[src/rtl/mul_arb_pkg.sv]
// Shared types for the multiplier arbiter: owner encoding, Funct3 codes, tracking entry.
// Optional MUL_ARB_FIXED_PRIO_EN selects fixed priority in rr_arb2.
package mul_arb_pkg;

  typedef enum logic {
    OWN_IEU = 1'b0,
    OWN_AUX = 1'b1
  } mul_owner_t;

  localparam logic [2:0] MUL_F3_MUL    = 3'b000;
  localparam logic [2:0] MUL_F3_MULH   = 3'b001;
  localparam logic [2:0] MUL_F3_MULHSU = 3'b010;
  localparam logic [2:0] MUL_F3_MULHU  = 3'b011;

  // Tag field is sized for the widest supported TAGW; narrower tags are zero-extended.
  localparam int unsigned MUL_TAGW_MAX = 16;

  typedef struct packed {
    logic                    valid;
    mul_owner_t              owner;
    logic [MUL_TAGW_MAX-1:0] tag;
  } mul_track_t;

  function automatic mul_track_t mul_kill_ieu(input mul_track_t t, input logic flush0);
    mul_kill_ieu = t;
    if (flush0 && (t.owner == OWN_IEU)) mul_kill_ieu.valid = 1'b0;
  endfunction

endpackage

[src/rtl/mul_arb_rr.sv]
// rr_arb2: two-way grant logic. Round-robin on LastGnt by default;
// fixed priority to requester 0 when MUL_ARB_FIXED_PRIO_EN is defined.
module rr_arb2
  import mul_arb_pkg::*;
(
  input  logic clk,
  input  logic reset,
  input  logic req0,
  input  logic req1,
  output logic gnt0,
  output logic gnt1
);

`ifdef MUL_ARB_FIXED_PRIO_EN
  always_comb begin
    gnt0 = req0;
    gnt1 = req1 & ~req0;
  end
`else
  mul_owner_t last_gnt;

  always_ff @(posedge clk) begin
    if (reset)     last_gnt <= OWN_AUX;
    else if (gnt0) last_gnt <= OWN_IEU;
    else if (gnt1) last_gnt <= OWN_AUX;
  end

  // On a tie, the requester that did not win last time goes first.
  always_comb begin
    gnt0 = req0 & (~req1 | (last_gnt == OWN_AUX));
    gnt1 = req1 & ~gnt0;
  end
`endif

endmodule

[src/rtl/mul_arb.sv]
// Two-requester arbiter/sequencer for the shared pipelined multiplier.
// Tracks owner/tag through LAT stages; MUL_ARB_FIXED_PRIO_EN selects fixed priority.
module mul_arb
  import mul_arb_pkg::*;
#(
  parameter int unsigned XLEN = 64,
  parameter int unsigned LAT  = 1,
  parameter int unsigned TAGW = 5
) (
  input  logic              clk,
  input  logic              reset,
  input  logic              Req0,
  input  logic              Req1,
  input  logic [XLEN-1:0]   Src0A,
  input  logic [XLEN-1:0]   Src0B,
  input  logic [XLEN-1:0]   Src1A,
  input  logic [XLEN-1:0]   Src1B,
  input  logic [2:0]        Funct30,
  input  logic [2:0]        Funct31,
  input  logic [TAGW-1:0]   Tag0,
  input  logic [TAGW-1:0]   Tag1,
  output logic              Gnt0,
  output logic              Gnt1,
  input  logic              Flush0,
  output logic [XLEN-1:0]   MulSrcAE,
  output logic [XLEN-1:0]   MulSrcBE,
  output logic [2:0]        MulFunct3E,
  output logic              MulStallM,
  input  logic [2*XLEN-1:0] ProdM,
  output logic              Rsp0Valid,
  output logic              Rsp1Valid,
  input  logic              Rsp0Ready,
  input  logic              Rsp1Ready,
  output logic [2*XLEN-1:0] Rsp0Prod,
  output logic [2*XLEN-1:0] Rsp1Prod,
  output logic [TAGW-1:0]   Rsp0Tag,
  output logic [TAGW-1:0]   Rsp1Tag
);

  mul_track_t track_q [LAT];
  mul_track_t track_d [LAT];
  mul_track_t kept    [LAT];
  mul_track_t head;
  mul_track_t new_ent;
  logic       head_live;
  logic       head_rdy;
  logic       stall;
  logic       g0;
  logic       g1;

  // A flushed requester-0 head is treated as already gone, so it can never stall.
  always_comb begin
    head      = track_q[LAT-1];
    head_live = mul_kill_ieu(head, Flush0).valid;
    head_rdy  = (head.owner == OWN_AUX) ? Rsp1Ready : Rsp0Ready;
    stall     = head_live & ~head_rdy;
  end

  rr_arb2 u_arb (
    .clk   (clk),
    .reset (reset),
    .req0  (Req0 & ~Flush0 & ~stall),
    .req1  (Req1 & ~stall),
    .gnt0  (g0),
    .gnt1  (g1)
  );

  always_comb begin
    new_ent       = '0;
    new_ent.valid = g0 | g1;
    new_ent.owner = g1 ? OWN_AUX : OWN_IEU;
    if (g1) new_ent.tag[TAGW-1:0] = Tag1;
    else    new_ent.tag[TAGW-1:0] = Tag0;
  end

  // Flush kills requester-0 entries whether the pipe shifts or holds.
  always_comb begin
    for (int unsigned i = 0; i < LAT; i++) begin
      kept[i] = mul_kill_ieu(track_q[i], Flush0);
    end
    track_d = kept;
    if (!stall) begin
      track_d[0] = new_ent;
      for (int unsigned i = 1; i < LAT; i++) begin
        track_d[i] = kept[i-1];
      end
    end
  end

  always_ff @(posedge clk) begin
    if (reset) begin
      for (int unsigned i = 0; i < LAT; i++) track_q[i] <= '0;
    end else begin
      track_q <= track_d;
    end
  end

  always_comb begin
    MulSrcAE   = '0;
    MulSrcBE   = '0;
    MulFunct3E = MUL_F3_MUL;
    if (g0) begin
      MulSrcAE   = Src0A;
      MulSrcBE   = Src0B;
      MulFunct3E = Funct30;
    end else if (g1) begin
      MulSrcAE   = Src1A;
      MulSrcBE   = Src1B;
      MulFunct3E = Funct31;
    end
  end

  always_comb begin
    Gnt0      = g0;
    Gnt1      = g1;
    MulStallM = stall;
    Rsp0Valid = head_live & (head.owner == OWN_IEU);
    Rsp1Valid = head_live & (head.owner == OWN_AUX);
    Rsp0Prod  = ProdM;
    Rsp1Prod  = ProdM;
    Rsp0Tag   = head.tag[TAGW-1:0];
    Rsp1Tag   = head.tag[TAGW-1:0];
  end

endmodule

[config.mk]
export PLATFORM = sky130hd
export DESIGN_NAME = mul_arb
export DESIGN_NICKNAME = d
export VERILOG_FILES = /design/src/rtl/mul_arb_pkg.sv /design/src/rtl/mul_arb_rr.sv /design/src/rtl/mul_arb.sv
export SDC_FILE = /design/constraint.sdc
export NUM_CORES = 1
export LEC_CHECK = 0
export BUFFER_PORTS_ARGS = -buffer_cell sky130_fd_sc_hd__buf_2
export CORE_AREA = 3 3 314 316
export DETAILED_ROUTE_END_ITERATION = 6
export DIE_AREA = 0 0 317 319
export PLACE_DENSITY_LB_ADDON = 0.12
export SYNTH_ARGS = -nofsm -noshare
export SYNTH_HDL_FRONTEND = slang
export SYNTH_HIERARCHICAL = 1
export SYNTH_SLANG_ARGS = --single-unit
[constraint.sdc]
create_clock -name clk -period 4.7 [get_ports clk]
set_input_delay 0.94 -clock clk [delete_from_list [all_inputs] [get_ports clk]]
set_output_delay 0.94 -clock clk [all_outputs]
set_load 0.005 [all_outputs]
==> reports/qor.csv <==
metric,value,unit
first_pass_iters,4,
p_seq_share,11.3,%
fmax,0.241,GHz
period_minus_slack,4150,ps
powerDensity,131,mW/mm²
antenna_found_initial,15,
fillers,11500,
cp.required,3760,ps
via_count,4021,
fp.coreArea,0.0963,mm²
synth_area,0.00369,mm²
cts.clk_slew.worst_paths,40,ps
min_from,u_arb/last_gnt$_SDFFE_PP1P_,
rows,114,
netSwitchingFraction,38.8,%
crit_type,input port to primary output,
syn_to_final_growth,50.5,%
worstPathArrival,3210,ps
grt_overflow,0,
peakVddDrop,0.0000695,V
grt_pass1_wl,36.8,mm
drtIter0Drc,171,
comb_power_share,69.1,%
synth_cell_types,26,
worstSetupStartpoint,Flush0,
slew_violations,0,
drive_gt1_share,71.9,%
multiInputGateArea,0.00140,mm²
synthFlopType,dfxtp_1,
regToRegSetupSlack,2210,ps
wl_per_cell,15.5,µm
synth-async-reset-ratio,0,%
reg2reg_depth,9,
leakagePower,2.61,nW
die_y,319,µm
tritoncts,done,
end_kind,primary output,
outcome,"finished, final reports clean",
drt-total-wl,29.5,mm
p_int,0.000447,W
maxCapViolations,0,
vias_per_cell,2.11,
grt_setup_unrepaired,no,
switchingPower,0.000283,W
synth_seq_cells,8,
numCtsBuffers,3,
post-cts-setup-buffers,0,
final_nets,1025,
stdcell_area,0.00555,mm²
min_delay_path_depth,2,
finalHoldViolations,0,
hpwl,26.1,mm
first_global_vias,4315,
avgSynthCellArea,7.77,µm²
grt_usage,5.32,%
yosys.area.top_type,buf_4,
cts_resized,0,
setup_violations,0,
critPathLaunchType,input port,
power.total,0.000730,W
maxSlewHeadroom,67.1,%
placed_area,0.00545,mm²
clkPwrFrac,19.6,%
fin_setup_tns,0,ps
cts_hold_buf,0,
synth_fp_nets,882,
cts-root-buf,clkbuf_16,
cp_max_fo,25,
skew,0.515,ps
synth_top_area_share,54.1,%
numClockSinks,8,
synth_edf_count,0,
portBuffers,424,
seq_area,160,µm²
die-width,317,µm
worst_pin_slew,480,ps
start_util,3.83,%
cts_buffer_depth,2,
die_area,0.101,mm²
synth_top_cells_by_count,"266 x buf_4, 129 x a22o_1, 17 x clkbuf_1",
syn_inst,475,
seq_area_frac_synth,4.34,%
h-tree-depth,1,
io-pin-count,809,
route.detailed.drc,0,
synthTopCellsByArea,"buf_4 54%, a22o_1 31%, dfxtp_1 4.3%",
yosysMostFrequentCell,buf_4,
grt_max_degree,55,
crit-reg2reg-launch,head[16]$_SDFFE_PP0N_,
synth_warnings,6,
place_congestion,0.768,
fin_crit_sh,88.3,%
hold_class,flip-flop to flip-flop,
clk_latency,230,ps
antenna_left,0,
metal layers:
layer	vias to the layer above	part of all wire, %	track usage, %
li1	1717	-	-
met2	418	46	8.99
met3	138	18	4.00
met4	8	5.9	3.09
met5	-	0.17	0
met1	1740	30	4.44
cell families after synthesis:
kind of cell | share of synthesized area, %
buffers and inverters | 58.3
AOI/OAI and AO/OA | 33.4
DFF | 4.34
and+or+nand+nor | 2.58
muxes | 1.36
stage by stage:
step                utilization, %  worst slack [ps]  cells  hold WS (ps)
CTS                           5.74               455   1892           509
global placement              5.66               444   1889           527
global route                  5.74               413   1893           542
floorplan                        -               498    475           472
detailed placement            5.66               463   1889           507
finish                        5.77               549   1903           506
power by group through the flow:
| stage | clock, W | sequential [W] | combinational (W) |
|---|---|---|---|
| CTS | 0.000146 | 0.0000834 | 0.000521 |
| floorplan | 0 | 0.0000793 | 0.000375 |
| finish | 0.000143 | 0.0000826 | 0.000504 |
| global route | 0.000149 | 0.0000834 | 0.000556 |
| global placement | 0 | 0.0000846 | 0.000529 |
| detailed placement | 0 | 0.0000844 | 0.000518 |
critical path, cell delays in order:
cell and delay [ps]:
buf_2 120, or4b_1 530, and2_4 220, inv_2 70, nor3b_1 70, nand2_1 80
and2_1 140, nor2b_4 240, buf_12 210, buf_4 220, a22o_1 190, buf_2 130
state kept, by name, summed over array words and instances (netlist names):
| register | flops |
|---|---|
| Rsp0Tag | 5 |
| head | 2 |
| u_arb/last_gnt | 1 |
cell usage in the layout, fill, tap and decap left out:
cell type	instances
buf_2	424
a22o_1	129
diode_2	11
dfxtp_1	8
a21oi_1	6
buf_12	6
buf_4	6
nand2_1	5
mux2i_1	5
a211oi_1	5
clkbuf_16	3
o21ai_0	2
nor3b_1	2
and2_1	2
inv_1	2
nand3b_1	1
or4b_1	1
and2_4	1
inv_2	1
nor2b_4	1
and3_1	1
nor2_1	1
o211a_1	1
a21boi_4	1
or2_1	1
a21o_1	1
worst paths after layout:
path	endpoint
worst min register to register	u_arb/last_gnt$_SDFFE_PP1P_
worst max-delay path	MulSrcAE[2]
worst max register to register	Rsp0Tag[2]$_SDFFE_PP0N_
worst min-delay path	u_arb/last_gnt$_SDFFE_PP1P_
layout make-up:
| class | count | share of cell area [%] |
|---|---|---|
| clock buffer | 3 | 1.35 |
| antenna | 11 | 0.496 |
| sequential | 8 | 2.88 |
| multi-input combinational | 166 | 25.1 |
| inverter | 3 | 0.203 |
| tap | 1276 | 28.7 |
| timing repair buffer | 436 | 41.2 |
Power figures use the tool's default switching activity.
